$ cat src/rtl/run_seq_ctrl.sv
// Run sequencer: clears the datapath, streams points into dist_calc,
// waits for distances and network sizes, then multiplies the sizes serially.
module run_seq_ctrl #(
  parameter int NUM_POINTS  = 20,
  parameter int DIM_W       = 17,
  parameter int NUM_NTWRKS  = 3,
  parameter int SZ_W        = $clog2(NUM_POINTS) + 1,
  parameter int TIMEOUT_CYC = 65536
) (
  input  logic                           clk,
  input  logic                           rst,
  input  logic                           start,
  output logic                           busy,
  output logic                           core_clr,
  output logic                           pt_rd_en,
  output logic [$clog2(NUM_POINTS)-1:0]  pt_rd_addr,
  input  logic [3*DIM_W-1:0]             pt_rd_data,
  output logic [DIM_W-1:0]               xloc,
  output logic [DIM_W-1:0]               yloc,
  output logic [DIM_W-1:0]               zloc,
  output logic                           locs_vld,
  input  logic                           locs_rdy,
  input  logic                           dist_done,
  input  logic [NUM_NTWRKS*SZ_W-1:0]     ntwrk_sz,
  input  logic                           ntwrk_sz_vld,
  output logic [NUM_NTWRKS*SZ_W-1:0]     answer,
  output logic                           answer_vld,
  output logic                           err
);

  localparam int AW = $clog2(NUM_POINTS);
  localparam int AN = NUM_NTWRKS * SZ_W;
  localparam int KW = (NUM_NTWRKS > 1) ? $clog2(NUM_NTWRKS) : 1;
  localparam int TW = (TIMEOUT_CYC > 1) ? $clog2(TIMEOUT_CYC) : 1;

  typedef enum logic [3:0] {
    S_IDLE, S_CLR, S_RD, S_CAP, S_VLD,
    S_WDIST, S_WNET, S_MULT, S_DONE
  } state_t;

  state_t          r_state;
  state_t          w_nxt;
  logic [AW-1:0]   r_idx;
  logic [KW-1:0]   r_k;
  logic [TW-1:0]   r_tmo;
  logic            r_done_seen;
  logic [AN-1:0]   r_szq;
  logic [AN-1:0]   r_acc;
  logic [AN-1:0]   r_answer;
  logic            r_ans_vld;
  logic            r_err;
  logic [DIM_W-1:0] r_x, r_y, r_z;

  logic            w_accept;
  logic            w_last;
  logic            w_klast;
  logic            w_tmo_hit;
  logic [AN-1:0]   w_sz;
  logic [AN-1:0]   w_prod;

  assign w_accept  = (r_state == S_VLD) && locs_rdy;
  assign w_last    = (r_idx == AW'(NUM_POINTS - 1));
  assign w_klast   = (r_k == KW'(NUM_NTWRKS - 1));
  assign w_sz      = AN'(r_szq[r_k*SZ_W +: SZ_W]);
  assign w_prod    = r_acc * w_sz;
  // Timeout only fires when the wait would otherwise continue this cycle
  assign w_tmo_hit = (r_tmo == TW'(TIMEOUT_CYC - 1)) &&
                     (((r_state == S_WDIST) && !r_done_seen) ||
                      ((r_state == S_WNET) && !ntwrk_sz_vld));

  always_ff @(posedge clk) begin
    if (rst) r_state <= S_IDLE;
    else     r_state <= w_nxt;
  end

  always_comb begin
    w_nxt = r_state;
    unique case (r_state)
      S_IDLE:  if (start) w_nxt = S_CLR;
      S_CLR:   w_nxt = S_RD;
      S_RD:    w_nxt = S_CAP;
      S_CAP:   w_nxt = S_VLD;
      S_VLD:   if (w_accept) w_nxt = w_last ? S_WDIST : S_CAP;
      S_WDIST: if (r_done_seen) w_nxt = S_WNET;
               else if (w_tmo_hit) w_nxt = S_IDLE;
      S_WNET:  if (ntwrk_sz_vld) w_nxt = S_MULT;
               else if (w_tmo_hit) w_nxt = S_IDLE;
      S_MULT:  if (w_klast) w_nxt = S_DONE;
      S_DONE:  w_nxt = S_IDLE;
      default: w_nxt = S_IDLE;
    endcase
  end

  // The accept cycle already issues the next read, giving 2 cycles/point
  always_comb begin
    busy       = (r_state != S_IDLE);
    core_clr   = (r_state == S_CLR);
    locs_vld   = (r_state == S_VLD);
    pt_rd_en   = (r_state == S_RD) || (w_accept && !w_last);
    pt_rd_addr = (r_state == S_VLD) ? r_idx + AW'(1) : r_idx;
  end

  always_ff @(posedge clk) begin
    if (rst) begin
      r_idx       <= '0;
      r_k         <= '0;
      r_tmo       <= '0;
      r_done_seen <= 1'b0;
      r_szq       <= '0;
      r_acc       <= AN'(1);
      r_answer    <= '0;
      r_ans_vld   <= 1'b0;
      r_err       <= 1'b0;
      r_x         <= '0;
      r_y         <= '0;
      r_z         <= '0;
    end else begin
      r_done_seen <= (r_state == S_CLR) ? 1'b0 : (r_done_seen | dist_done);
      if ((r_state == S_IDLE) && start) begin
        r_ans_vld <= 1'b0;
        r_err     <= 1'b0;
        r_answer  <= '0;
      end
      if (r_state == S_CLR) begin
        r_idx <= '0;
        r_tmo <= '0;
      end
      if (r_state == S_CAP)
        {r_z, r_y, r_x} <= pt_rd_data;
      if (w_accept && !w_last)
        r_idx <= r_idx + AW'(1);
      if ((r_state == S_WDIST) || (r_state == S_WNET))
        r_tmo <= r_tmo + TW'(1);
      if (w_tmo_hit) begin
        r_err     <= 1'b1;
        r_ans_vld <= 1'b0;
      end
      if ((r_state == S_WNET) && ntwrk_sz_vld) begin
        r_szq <= ntwrk_sz;
        r_acc <= AN'(1);
        r_k   <= '0;
      end
      if (r_state == S_MULT) begin
        r_acc <= w_prod;
        r_k   <= r_k + KW'(1);
        if (w_klast) begin
          r_answer  <= w_prod;
          r_ans_vld <= 1'b1;
        end
      end
    end
  end

  assign xloc       = r_x;
  assign yloc       = r_y;
  assign zloc       = r_z;
  assign answer     = r_answer;
  assign answer_vld = r_ans_vld;
  assign err        = r_err;

endmodule

$ cat config.mk
export PLATFORM = sky130hd
export DESIGN_NAME = run_seq_ctrl
export DESIGN_NICKNAME = d
export VERILOG_FILES = /design/src/rtl/run_seq_ctrl.sv
export SDC_FILE = /design/constraint.sdc
export NUM_CORES = 1
export LEC_CHECK = 0
export BUFFER_PORTS_ARGS = -buffer_cell sky130_fd_sc_hd__buf_2
export CAP_MARGIN = 15
export CORE_ASPECT_RATIO = 1.4
export CORE_MARGIN = 5
export CORE_UTILIZATION = 35
export DETAILED_ROUTE_END_ITERATION = 6
export GPL_ROUTABILITY_DRIVEN = 0
export PLACE_DENSITY = 0.57
export SETUP_SLACK_MARGIN = 0.15
export SLEW_MARGIN = 20
export SYNTH_ARGS = -nofsm -noshare
export SYNTH_HDL_FRONTEND = slang
export SYNTH_SLANG_ARGS = --single-unit
$ cat constraint.sdc
create_clock -name clk -period 4.5 [get_ports clk]
set_input_delay 0.675 -clock clk [delete_from_list [all_inputs] [get_ports clk]]
set_output_delay 0.675 -clock clk [all_outputs]
set_load 0.03 [all_outputs]
Word level (Yosys, flattened, before mapping)
Index checks and enable logic that the tools add are counted.

Bits in registers: 135. Input bits: 75.

Add/subtract/negate cells: 3. $mul: 2. Eq/ne operators: 13. Shifts and indexed selects: 1. Mux-type cells: 26. Bitwise logic cells: 1. Reduce and logical (&&, ||, !) cells: 21.

Operators with widths (count): 18-bit two-way mux (5); 16-bit two-way mux (2); 4-bit one-hot mux with 8 select lines (1); 4-bit two-way mux (6); 18-bit by 6-bit multiplier with 18-bit output (1); 18-bit by 6-bit indexed part select with 6-bit output (1); 16-bit by 1-bit adder with 16-bit output (second input constant) (1); 16-bit equality test (second input constant) (1); 4-bit by 3-bit equality test with 1-bit output (second input constant) (4); 5-bit two-way mux (3); 4-bit by 2-bit equality test with 1-bit output (second input constant) (2); 2-bit nonzero test (4); 1-bit logical AND (7); 1-bit two-way mux (6); 5-bit by 1-bit adder with 5-bit output (second input constant) (1); 5-bit equality test (second input constant) (1); 4-bit by 1-bit equality test with 1-bit output (second input constant) (1); 4-bit zero test (1); 2-bit by 2-bit multiplier with 4-bit output (second input constant) (1); 2-bit two-way mux (2); 2-bit inequality test (second input constant) (2); 4-bit nonzero test (1); 1-bit zero test (3); 1-bit logical OR (3); 7 further kinds (7).

Longest topological paths before layout
Gate-level depths: netlist of run 1.

Depth after elaboration: 7. Depth in mapped cells: 19. Gate-level depth less buffers: 17.

Least setup slack after synthesis of run 1
Ideal clock, no wire load.

Path kind: reg2reg. From: reg r_k[1]. To: reg r_answer[16], in the netlist answer[16]. Library setup time: 121 ps. Arrival: 4369 ps. Slack: 10 ps. Stages on the path, launching flop included: 19. Cells stage by stage: dfxtp_1 -> buf_4 -> nand2_1 -> o22ai_1 -> clkbuf_1 -> and2_1 -> fa_1 -> fa_1 -> inv_1 -> fa_1 -> inv_1 -> ha_1 -> a21o_1 -> a21oi_1 -> a21boi_1 -> a211o_1 -> a31oi_1 -> or4_1 -> nand3_1.

Longest elaborated chain between the ends: 5. Elaborated cells on any way between the ends: 6. Those cells by class: 2 x mul; 1 x eq/ne; 1 x shift; 2 x mux.

Ends and longest elaborated chain: start: declaration (line 44) `logic [KW-1:0] r_k;`; start signal: assignment (line 145) `r_k <= r_k + KW'(1);`; 2-bit by 2-bit multiplier with 4-bit output (line 64) `assign w_sz = AN'(r_szq[r_k*SZ_W +: SZ_W]);`; 18-bit by 6-bit indexed part select with 6-bit output (line 64); 18-bit by 6-bit multiplier with 18-bit output (line 65) `assign w_prod = r_acc * w_sz;`; 18-bit two-way mux (*) (line 146) `if (w_klast) begin`; 18-bit two-way mux (*) (line 143) `if (r_state == S_MULT) begin`; end signal: assignment (line 147) `r_answer <= w_prod;`; end: declaration (line 49) `logic [AN-1:0] r_answer;`.

Mark *: on every way between the ends. The rest lies on a longest branch, timed or not. A chain may end at the register's enable or synchronous reset.

Worst setup path in the final report of run 1
From: reg r_k[0]. To: reg r_answer[16], in the netlist answer[16].

Same word-level chain as after synthesis.

==> out/metrics.cfg, run 1 <==
[yosys]
avgSynthCellArea_sq_um = 8.02
synth_edf_count = 0
ys_types = 56
synth_top_area_share = 0.335
synth_cells = 1007
ys_warn_count = 0
synth_ff_type = dfxtp_1
syn_nets = 1158
synth_seq_cells = 135
netlist_area_sq_um = 8070
async_flop_share = 0
synth_area_leaders = dfxtp_1 (33%), fa_1 (13%), nand2_1 (9.6%)
synth_top_cell_by_area = dfxtp_1
ys_seq_area_frac = 0.335

[critical_path]
cp.required_ns = 4.81
cp_common_cell = fa_1
critical_path.max_stage_delay_ns = 0.53
cp_slowest_cell = fa_1
path_max_fanout = 6
path_class = flip-flop to flip-flop
worstPathCellList = buf_8 -> buf_12 -> nand3b_1 -> o21ai_4 -> buf_12 -> and2_4 -> fa_1 -> fa_1 -> inv_1 -> fa_1 -> inv_1 -> ha_1 -> o21a_1 -> o21a_1 -> and3_1 -> a211o_4 -> a31oi_4 -> or4_1 -> nand3_1
endpoint_kind = flip-flop
worst_setup_path_start_kind = flip-flop
worstPathArrival_ns = 4.88

[global_route]
grt.total_usage = 0.183
grt_pass1_vias = 7743
grt_pass1_wl_um = 39100
grt_max_degree = 95
antenna_found_initial = 0
overflow = 0

[timing]
hold_slack_ns = 0.450
setup_viol = 4
drv_slew = 0
rsz0062_at_grt = yes
fin_crit_sh = 1.02
setup_ws_ns = -0.0715
maxSlewHeadroom = 0.294
fmax_mhz = 219
layout_min_cycle_time_ns = 4.57
tightest_slew_ns = 1.06
skew_ns = 0.0117
hold_violations = 0

[clock_tree]
clk_pin_slew_ns = 0.06
cts_max_level = 4
clock-sinks = 135
cts_made_buffers = 17
clockBufferDepth = 2
worst_skew_pair.late_latency_ns = 0.43
cts_tree = built
cts_root_buffer = clkbuf_16

[status]
failed_checks = setup timing
outcome = complete, but fails checks

[layout]
nets = 1357
area_growth_pct = 31.9
layout_common_cells = nand2_1 (205), buf_2 (153), dfxtp_1 (133), a21oi_1 (108), inv_1 (71)
antenna_cells = 0
layout-drive-gt1-share = 0.273
fin_area_sq_um = 10600
fillers = 2262
postLayoutCoreUtil = 0.471
final_common_cell = nand2_1

[floorplanning]
fp-row-count = 65
core_sq_um = 22600
dieArea_sq_um = 26200
start_util = 0.357
die_width_um = 138
die_y_um = 190
ios = 155

[drt]
wirelength_um = 24300
met2_length_um = 12700
drc = 0
wl_met3_um = 1520
viasPerCell = 4.97
ant_nets = 0
highest_layer = met4
drt_iter0_markers = 394
vias = 7546
wire_per_inst_um = 16.0
dr.pass1.iters = 4
m1WireLength_um = 9360

[power]
peakVddDrop_mv = 0.279
leakage_nw = 4.56
p_switching_w = 0.000661
p_int_w = 0.00206
p_sw_frac = 0.243
power_density_nw_per_um2 = 256
p_comb_frac = 0.064
power_frac_seq = 0.448
clockPowerShare = 0.488

[run]
cap_violations = 0

[min_path]
min_path_type = flip-flop to flip-flop

[place]
dpl.hpwl_um = 17000
portBuffers = 154
place_area_sq_um = 9420

==> synth_stat cells (2+ instances only) <==
| cell | number |
|---|---|
| o21ai_0 | 14 |
| mux2i_1 | 6 |
| inv_1 | 76 |
| nor4_1 | 2 |
| nor2_1 | 51 |
| clkbuf_1 | 50 |
| nand2b_1 | 5 |
| and2_2 | 6 |
| o31ai_1 | 6 |
| and2_1 | 74 |
| a21oi_1 | 118 |
| nand3_1 | 53 |
| nand3b_1 | 5 |
| xor2_1 | 6 |
| a21boi_1 | 2 |
| dfxtp_1 | 135 |
| o22ai_1 | 4 |
| mux2_2 | 2 |
| xnor3_1 | 2 |
| or3_1 | 2 |
| nand4_1 | 6 |
| nand4b_1 | 14 |
| nor2b_1 | 4 |
| o21a_1 | 7 |
| a311oi_1 | 4 |
| fa_1 | 53 |
| xnor2_1 | 10 |
| or4_1 | 4 |
| o21bai_1 | 3 |
| a31oi_1 | 9 |
| o21ai_1 | 5 |
| nor3_1 | 11 |
| a21o_1 | 4 |
| and3_1 | 5 |
| nand2_1 | 206 |
| ha_1 | 23 |
==> path summary, 6_finish.rpt <==
| path | startpoint | end | slack, ns | cells past startpoint |
|---|---|---|---|---|
| max | r_k[0]$_SDFFE_PP0P_ | answer[16]$_SDFF_PP0_ | -0.07 | 19 |
| max reg2reg | r_k[0]$_SDFFE_PP0P_ | answer[16]$_SDFF_PP0_ | -0.07 | 19 |
| min | xloc[12]$_SDFFE_PP0P_ | xloc[12]$_SDFFE_PP0P_ | 0.45 | 2 |
| min reg2reg | xloc[12]$_SDFFE_PP0P_ | xloc[12]$_SDFFE_PP0P_ | 0.45 | 2 |
==> stage by stage <==
stage / power [W] / worst slack, ns / std cells / setup TNS [ns]
after detailed placement: 0.00142 / -0.296 / 1460 / -3.78
after global placement: 0.00142 / -0.255 / 1460 / -3.67
after global routing: 0.00283 / -0.225 / 1519 / -2.17
after floorplan: 0.00135 / 0.184 / 1007 / 0
final: 0.00272 / -0.0715 / 1519 / -0.167
after CTS: 0.00276 / -0.0505 / 1512 / -0.0918
==> layout make-up <==
class / instances / area (sq um) / area share
Timing Repair Buffer: 231 / 1460 / 0.137
Multi-Input combinational cell: 745 / 5260 / 0.494
Clock inverter: 8 / 73.8 / 0.00693
Inverter: 76 / 285 / 0.0268
Clock buffer: 23 / 478 / 0.0449
Tap cell: 301 / 377 / 0.0354
Sequential cell: 135 / 2710 / 0.255
==> critical path: cells and delay by family (launching register included) <==
family	cells	cell delay, ns
fa+ha+maj	4	1.77
compound gates	5	1.06
simple gates	5	0.74
buf+inv	5	0.50
flops	1	0.36
==> power by group through the flow <==
stage                     Combinational, W  Clock (W)  Sequential, W
after floorplan                  0.0000905          0        0.00126
after global placement            0.000175          0        0.00125
after global routing              0.000194    0.00142        0.00122
final                             0.000174    0.00133        0.00122
after detailed placement          0.000175          0        0.00125
after CTS                         0.000176    0.00136        0.00122
==> repair_timing <==
| action | CTS | global route |
|---|---|---|
| hold buffers | 0 | 0 |
| endpoints found under the setup margin | 23 | 22 |
| resized for setup | 49 | 42 |
| setup buffers | 18 | 7 |
| pin swaps | 23 | 38 |
| cloned | 3 | 0 |
==> kinds of logic after synthesis <==
group,Yosys count,share of synthesized area
multiplexers,8,0.0102
AO/OA/AOI/OAI,186,0.131
XOR/XNOR,19,0.0250
flip-flops,135,0.335
adder cells (fa/ha/maj),76,0.167
buffers and inverters,129,0.0614
AND/OR/NAND/NOR,454,0.270
==> per-layer routing <==
| metal | up-vias | track usage |
|---|---|---|
| met3 | 48 | 0.0465 |
| li1 | 3728 | - |
| met2 | 194 | 0.335 |
| met5 | - | 0 |
| met4 | 0 | 0.0722 |
| met1 | 3576 | 0.203 |
==> flip-flops by register name, summed over array words and instances, names as in the netlist, 2 cells and up <==
signal   count
r_k          2
yloc        17
r_state      4
r_szq       18
r_acc       18
r_idx        5
answer      18
r_tmo       16
zloc        17
xloc        17
(Power assumes the default switching activity.)
==> inputs of run 2 (changes only) <==
--- a/config.mk
+++ b/config.mk
@@ -13,6 +13,7 @@
 export DETAILED_ROUTE_END_ITERATION = 6
 export GPL_ROUTABILITY_DRIVEN = 0
 export PLACE_DENSITY = 0.57
+export REMOVE_ABC_BUFFERS = 1
 export SETUP_SLACK_MARGIN = 0.15
 export SLEW_MARGIN = 20
 export SYNTH_ARGS = -nofsm -noshare
==> out/metrics.cfg, run 2 (synthesis gave the netlist of run 1 again) <==
[timing]
layout_min_cycle_time_ns = 4.43
hold_violations = 0
maxSlewHeadroom = 0.322
rsz0062_at_grt = yes
fin_crit_sh = 0.984
skew_ns = 0.0110
tns_ns = 0
fmax_mhz = 226
drv_slew = 0
hold_slack_ns = 0.453
tightest_slew_ns = 1.02
setup_viol = 0

[clock_tree]
cts_made_buffers = 17
clk_pin_slew_ns = 0.08
clock-sinks = 135
hold_buffers = 0
clockBufferDepth = 2
cts_root_buffer = clkbuf_16
worst_skew_pair.late_latency_ns = 0.43
cts_tree = built
cts_max_level = 4

[power]
power_w = 0.00282
power_density_nw_per_um2 = 265
leakage_nw = 4.58
peakVddDrop_mv = 0.266

[floorplanning]
start_util = 0.357
core_sq_um = 22600
ios = 155
fp-row-count = 65
dieArea_sq_um = 26200
die_y_um = 190
die_width_um = 138

[place]
dpl.hpwl_um = 16700
portBuffers = 154

[critical_path]
path_class = flip-flop to flip-flop
endpoint_kind = flip-flop
cp_common_cell = fa_1
critical_path.max_stage_delay_ns = 0.55
path_buf_inv = 4
path_max_fanout = 7
cp_slowest_cell = fa_1
worst_setup_path_start_kind = flip-flop
cpLargestDelayFamily = adder cells
worstPathArrival_ns = 4.79
cp.required_ns = 4.86
worstPathCellList = buf_6 -> mux2i_4 -> o21ai_4 -> buf_6 -> and2_4 -> fa_1 -> fa_1 -> inv_2 -> fa_1 -> inv_2 -> ha_4 -> and3_4 -> and3_1 -> a211o_1 -> a31oi_4 -> or4_1 -> nand3_1

[layout]
postLayoutCoreUtil = 0.471
area_growth_pct = 32.0
nets = 1357
layout-drive-gt1-share = 0.285
fillers = 2280
multiInputGateArea_sq_um = 5240
regArea_sq_um = 2710
final_common_cell = nand2_1
layout_common_cells = nand2_1 (203), buf_2 (154), dfxtp_1 (133), a21oi_1 (110), inv_1 (66)

[drt]
drt_iter0_markers = 298
vias = 7536
wire_per_inst_um = 15.3
viasPerCell = 4.95
ant_nets = 0
drc = 0
dr.pass1.iters = 5
wirelength_um = 23200

[global_route]
antenna_found_initial = 4
grt.total_usage = 0.176
grt_max_degree = 59
grt_pass1_vias = 7566
grt_pass1_wl_um = 37900
overflow = 0

[min_path]
min_path_type = flip-flop to flip-flop

[run]
cap_violations = 0

[status]
outcome = completed

## run 2: worst paths after layout
kind | startpoint | to | slack (ns) | cells past startpoint
worst min-delay path | yloc[8]$_SDFFE_PP0P_ | yloc[8]$_SDFFE_PP0P_ | 0.45 | 2
worst min register to register | yloc[8]$_SDFFE_PP0P_ | yloc[8]$_SDFFE_PP0P_ | 0.45 | 2
worst max-delay path | r_k[0]$_SDFFE_PP0P_ | answer[16]$_SDFF_PP0_ | 0.07 | 17
worst max register to register | r_k[0]$_SDFFE_PP0P_ | answer[16]$_SDFF_PP0_ | 0.07 | 17
## run 2: where the power goes
part | switching [W] | leakage, nW | internal (W) | total, W
Combinational | 0.000122 | 3.19 | 0.0000578 | 0.000180
Clock | 0.000667 | 0.300 | 0.000758 | 0.00142
Sequential | 0.0000122 | 1.09 | 0.00121 | 0.00122
## run 2: cell type report
| class | instances | area share |
|---|---|---|
| Antenna cell | 1 | 0.000235 |
| Clock buffer | 17 | 0.0399 |
| Clock inverter | 15 | 0.0182 |
| Inverter | 76 | 0.0268 |
| Multi-Input combinational cell | 744 | 0.492 |
| Sequential cell | 135 | 0.254 |
| Tap cell | 301 | 0.0354 |
| Timing Repair Buffer | 232 | 0.133 |
## run 2: what timing repair did
| item | in CTS | in global routing |
|---|---|---|
| hold endpoints to repair | 0 | 0 |
| resized for setup | 62 | 36 |
| endpoints found under the setup margin | 19 | 19 |
| pin swaps | 43 | 51 |
| gates cloned | 2 | 0 |
| setup buffers | 10 | 7 |
## run 2: tightest hold or removal path: stages (launching register included)
cell	delay, ns
dfxtp_1	0.31
nand2_1	0.05
a21oi_1	0.05
## run 2: layer usage
metal  track usage  share of wire  vias to the layer above
li1              -              -                     3737
met4        0.0544          0.018                        6
met1         0.202           0.40                     3598
met2         0.318           0.53                      160
met5             0         0.0020                        -
met3        0.0485          0.056                       35
## run 2: per-stage QoR
step                std cells  instance area, sq um  setup slack, ns
global route             1521                 10700          -0.0846
floorplan                 954                  7860           -0.109
finish                   1521                 10700           0.0703
global placement         1468                  9470           -0.170
CTS                      1512                 10400           0.0700
detailed placement       1468                  9470           -0.222
==> inputs of run 3 (changes only) <==
--- a/config.mk
+++ b/config.mk
@@ -5,14 +5,13 @@
 export SDC_FILE = /design/constraint.sdc
 export NUM_CORES = 1
 export LEC_CHECK = 0
-export BUFFER_PORTS_ARGS = -buffer_cell sky130_fd_sc_hd__buf_2
 export CAP_MARGIN = 15
 export CORE_ASPECT_RATIO = 1.4
 export CORE_MARGIN = 5
 export CORE_UTILIZATION = 35
 export DETAILED_ROUTE_END_ITERATION = 6
+export DONT_BUFFER_PORTS = 1
 export GPL_ROUTABILITY_DRIVEN = 0
-export PLACE_DENSITY = 0.57
 export REMOVE_ABC_BUFFERS = 1
 export SETUP_SLACK_MARGIN = 0.15
 export SLEW_MARGIN = 20
==> out/metrics.cfg, run 3 (synthesis gave the netlist of run 1 again) <==
[power]
clockPowerShare = 0.520
power_frac_seq = 0.448
p_int_w = 0.00199
leakage_nw = 3.79
p_switching_w = 0.000779
p_sw_frac = 0.281
power_density_nw_per_um2 = 280
p_comb_frac = 0.032
peakVddDrop_mv = 0.255

[clock_tree]
clock-sinks = 135
cts_made_buffers = 17
cts_tree = built
cts_max_level = 4
cts_root_buffer = clkbuf_16
clk_pin_slew_ns = 0.07
worst_skew_pair.late_latency_ns = 0.43
hold_buffers = 0
clockBufferDepth = 2

[global_route]
grt.total_usage = 0.165
grt_max_degree = 150
antenna_found_initial = 0
overflow = 0
grt_pass1_wl_um = 35600
grt_pass1_vias = 7047

[critical_path]
cp.required_ns = 4.87
r2r_cells = 19
r2r_slack_ns = 0.11
path_class = flip-flop to flip-flop
endpoint_kind = flip-flop
worst_setup_path_start_kind = flip-flop
timing.rr.start = r_k[0]$_SDFFE_PP0P_
path_max_fanout = 6
worstPathArrival_ns = 4.76
rr_endpoint = answer[17]$_SDFF_PP0_

[drt]
drt_iter0_markers = 308
wire_per_inst_um = 16.3
ant_nets = 0
wirelength_um = 22200
viasPerCell = 5.10
drc = 0
dr.pass1.iters = 6
vias = 6945

[run]
cap_violations = 0

[place]
dpl.hpwl_um = 15500
place_ws_ns = -0.372
portBuffers = 0

[timing]
skew_ns = 0.0145
tightest_slew_ns = 1.02
fmax_mhz = 228
fin_crit_sh = 0.976
drv_slew = 0
tns_ns = 0
hold_violations = 0
setup_viol = 0
rsz0062_at_grt = yes
layout_min_cycle_time_ns = 4.39
maxSlewHeadroom = 0.317
setup_ws_ns = 0.109

[floorplanning]
die_y_um = 190
start_util = 0.357
core_sq_um = 22600
ios = 155
dieArea_sq_um = 26200
fp-row-count = 65
die_width_um = 138

[status]
outcome = completed

[min_path]
hold_depth = 1
whs_endpoint = yloc[7]$_SDFFE_PP0P_
min_path_type = input pin to flip-flop
hold_path_startpoint = rst

[layout]
final_common_cell = nand2_1
antenna_cells = 0
layout-drive-gt1-share = 0.187
nets = 1199
area_growth_pct = 22.7
fillers = 2305
layout_common_cells = nand2_1 (204), dfxtp_1 (133), a21oi_1 (111), inv_1 (63), and2_1 (62)

run 3: cell count changes in the layout (fill, tap and decap cells not counted), moves of 4 or more:
cell,delta
and2_4,-4
buf_2,-153
buf_4,-4
fa_1,-4
fa_2,+4
run 3: per-stage QoR:
stage | instance area (sq um) | instances | power [W] | utilization | hold slack, ns
floorplan | 7860 | 954 | 0.00133 | - | 0.430
global placement | 8670 | 1311 | 0.00136 | 0.383 | 0.441
detailed placement | 8670 | 1311 | 0.00136 | 0.383 | 0.441
CTS | 9770 | 1358 | 0.00280 | 0.432 | 0.289
global route | 9900 | 1362 | 0.00288 | 0.438 | 0.283
finish | 9900 | 1362 | 0.00277 | 0.438 | 0.306
run 3: worst max path at each step:
stage	from	cells past startpoint	to	slack, ns
3_5_place_dp	r_k[0]$_SDFFE_PP0P_	17	answer[16]$_SDFF_PP0_	-0.37
6_report	r_k[0]$_SDFFE_PP0P_	19	answer[17]$_SDFF_PP0_	0.11
4_1_cts	r_k[0]$_SDFFE_PP0P_	18	answer[16]$_SDFF_PP0_	0.09
2_1_floorplan	r_k[0]$_SDFFE_PP0P_	16	answer[16]$_SDFF_PP0_	-0.11
5_1_grt	r_k[0]$_SDFFE_PP0P_	21	answer[17]$_SDFF_PP0_	-0.05
3_3_place_gp	r_k[0]$_SDFFE_PP0P_	17	answer[16]$_SDFF_PP0_	-0.27
run 3: power groups by stage:
stage | sequential, W | combinational (W) | clock, W
after floorplan | 0.00126 | 0.0000675 | 0
after global placement | 0.00127 | 0.0000879 | 0
after detailed placement | 0.00127 | 0.0000891 | 0
after CTS | 0.00124 | 0.0000895 | 0.00147
after global routing | 0.00124 | 0.000101 | 0.00154
final | 0.00124 | 0.0000887 | 0.00144
run 3: metal layers:
metal	global-route usage	routed length, um	vias to the layer above
met5	0	0	-
met4	0.0411	291	0
met3	0.0500	1560	15
met2	0.302	11600	193
met1	0.187	8780	3318
li1	-	-	3419
run 3: timing repair:
action                     in CTS  in global routing
setup endpoints to repair      20                 19
resized for setup              83                 24
setup buffers                  14                  3
cloned                          1                  1
pin swaps                      69                 39
run 3: layout make-up:
cell class                 instances  area (sq um)  area share
multi-input combinational        744          5300       0.535
sequential                       135          2710       0.274
timing repair buffer              74           602      0.0608
clock buffer                      17           425      0.0430
tap                              301           377      0.0380
inverter                          76           285      0.0288
clock inverter                    15           204      0.0206
run 3: critical path, stage by stage, from the launching register on:
cell and delay (ns):
dfxtp_4 0.41, buf_6 0.12, mux2i_4 0.23, o21ai_4 0.11
buf_6 0.14, and2_4 0.15, fa_1 0.49, inv_2 0.04
fa_1 0.46, fa_1 0.51, inv_2 0.05, ha_4 0.26
nor2b_1 0.12, o21a_1 0.15, o21a_1 0.18, o22a_4 0.22
a21oi_2 0.07, buf_4 0.14, or4_1 0.39, nand3_1 0.09
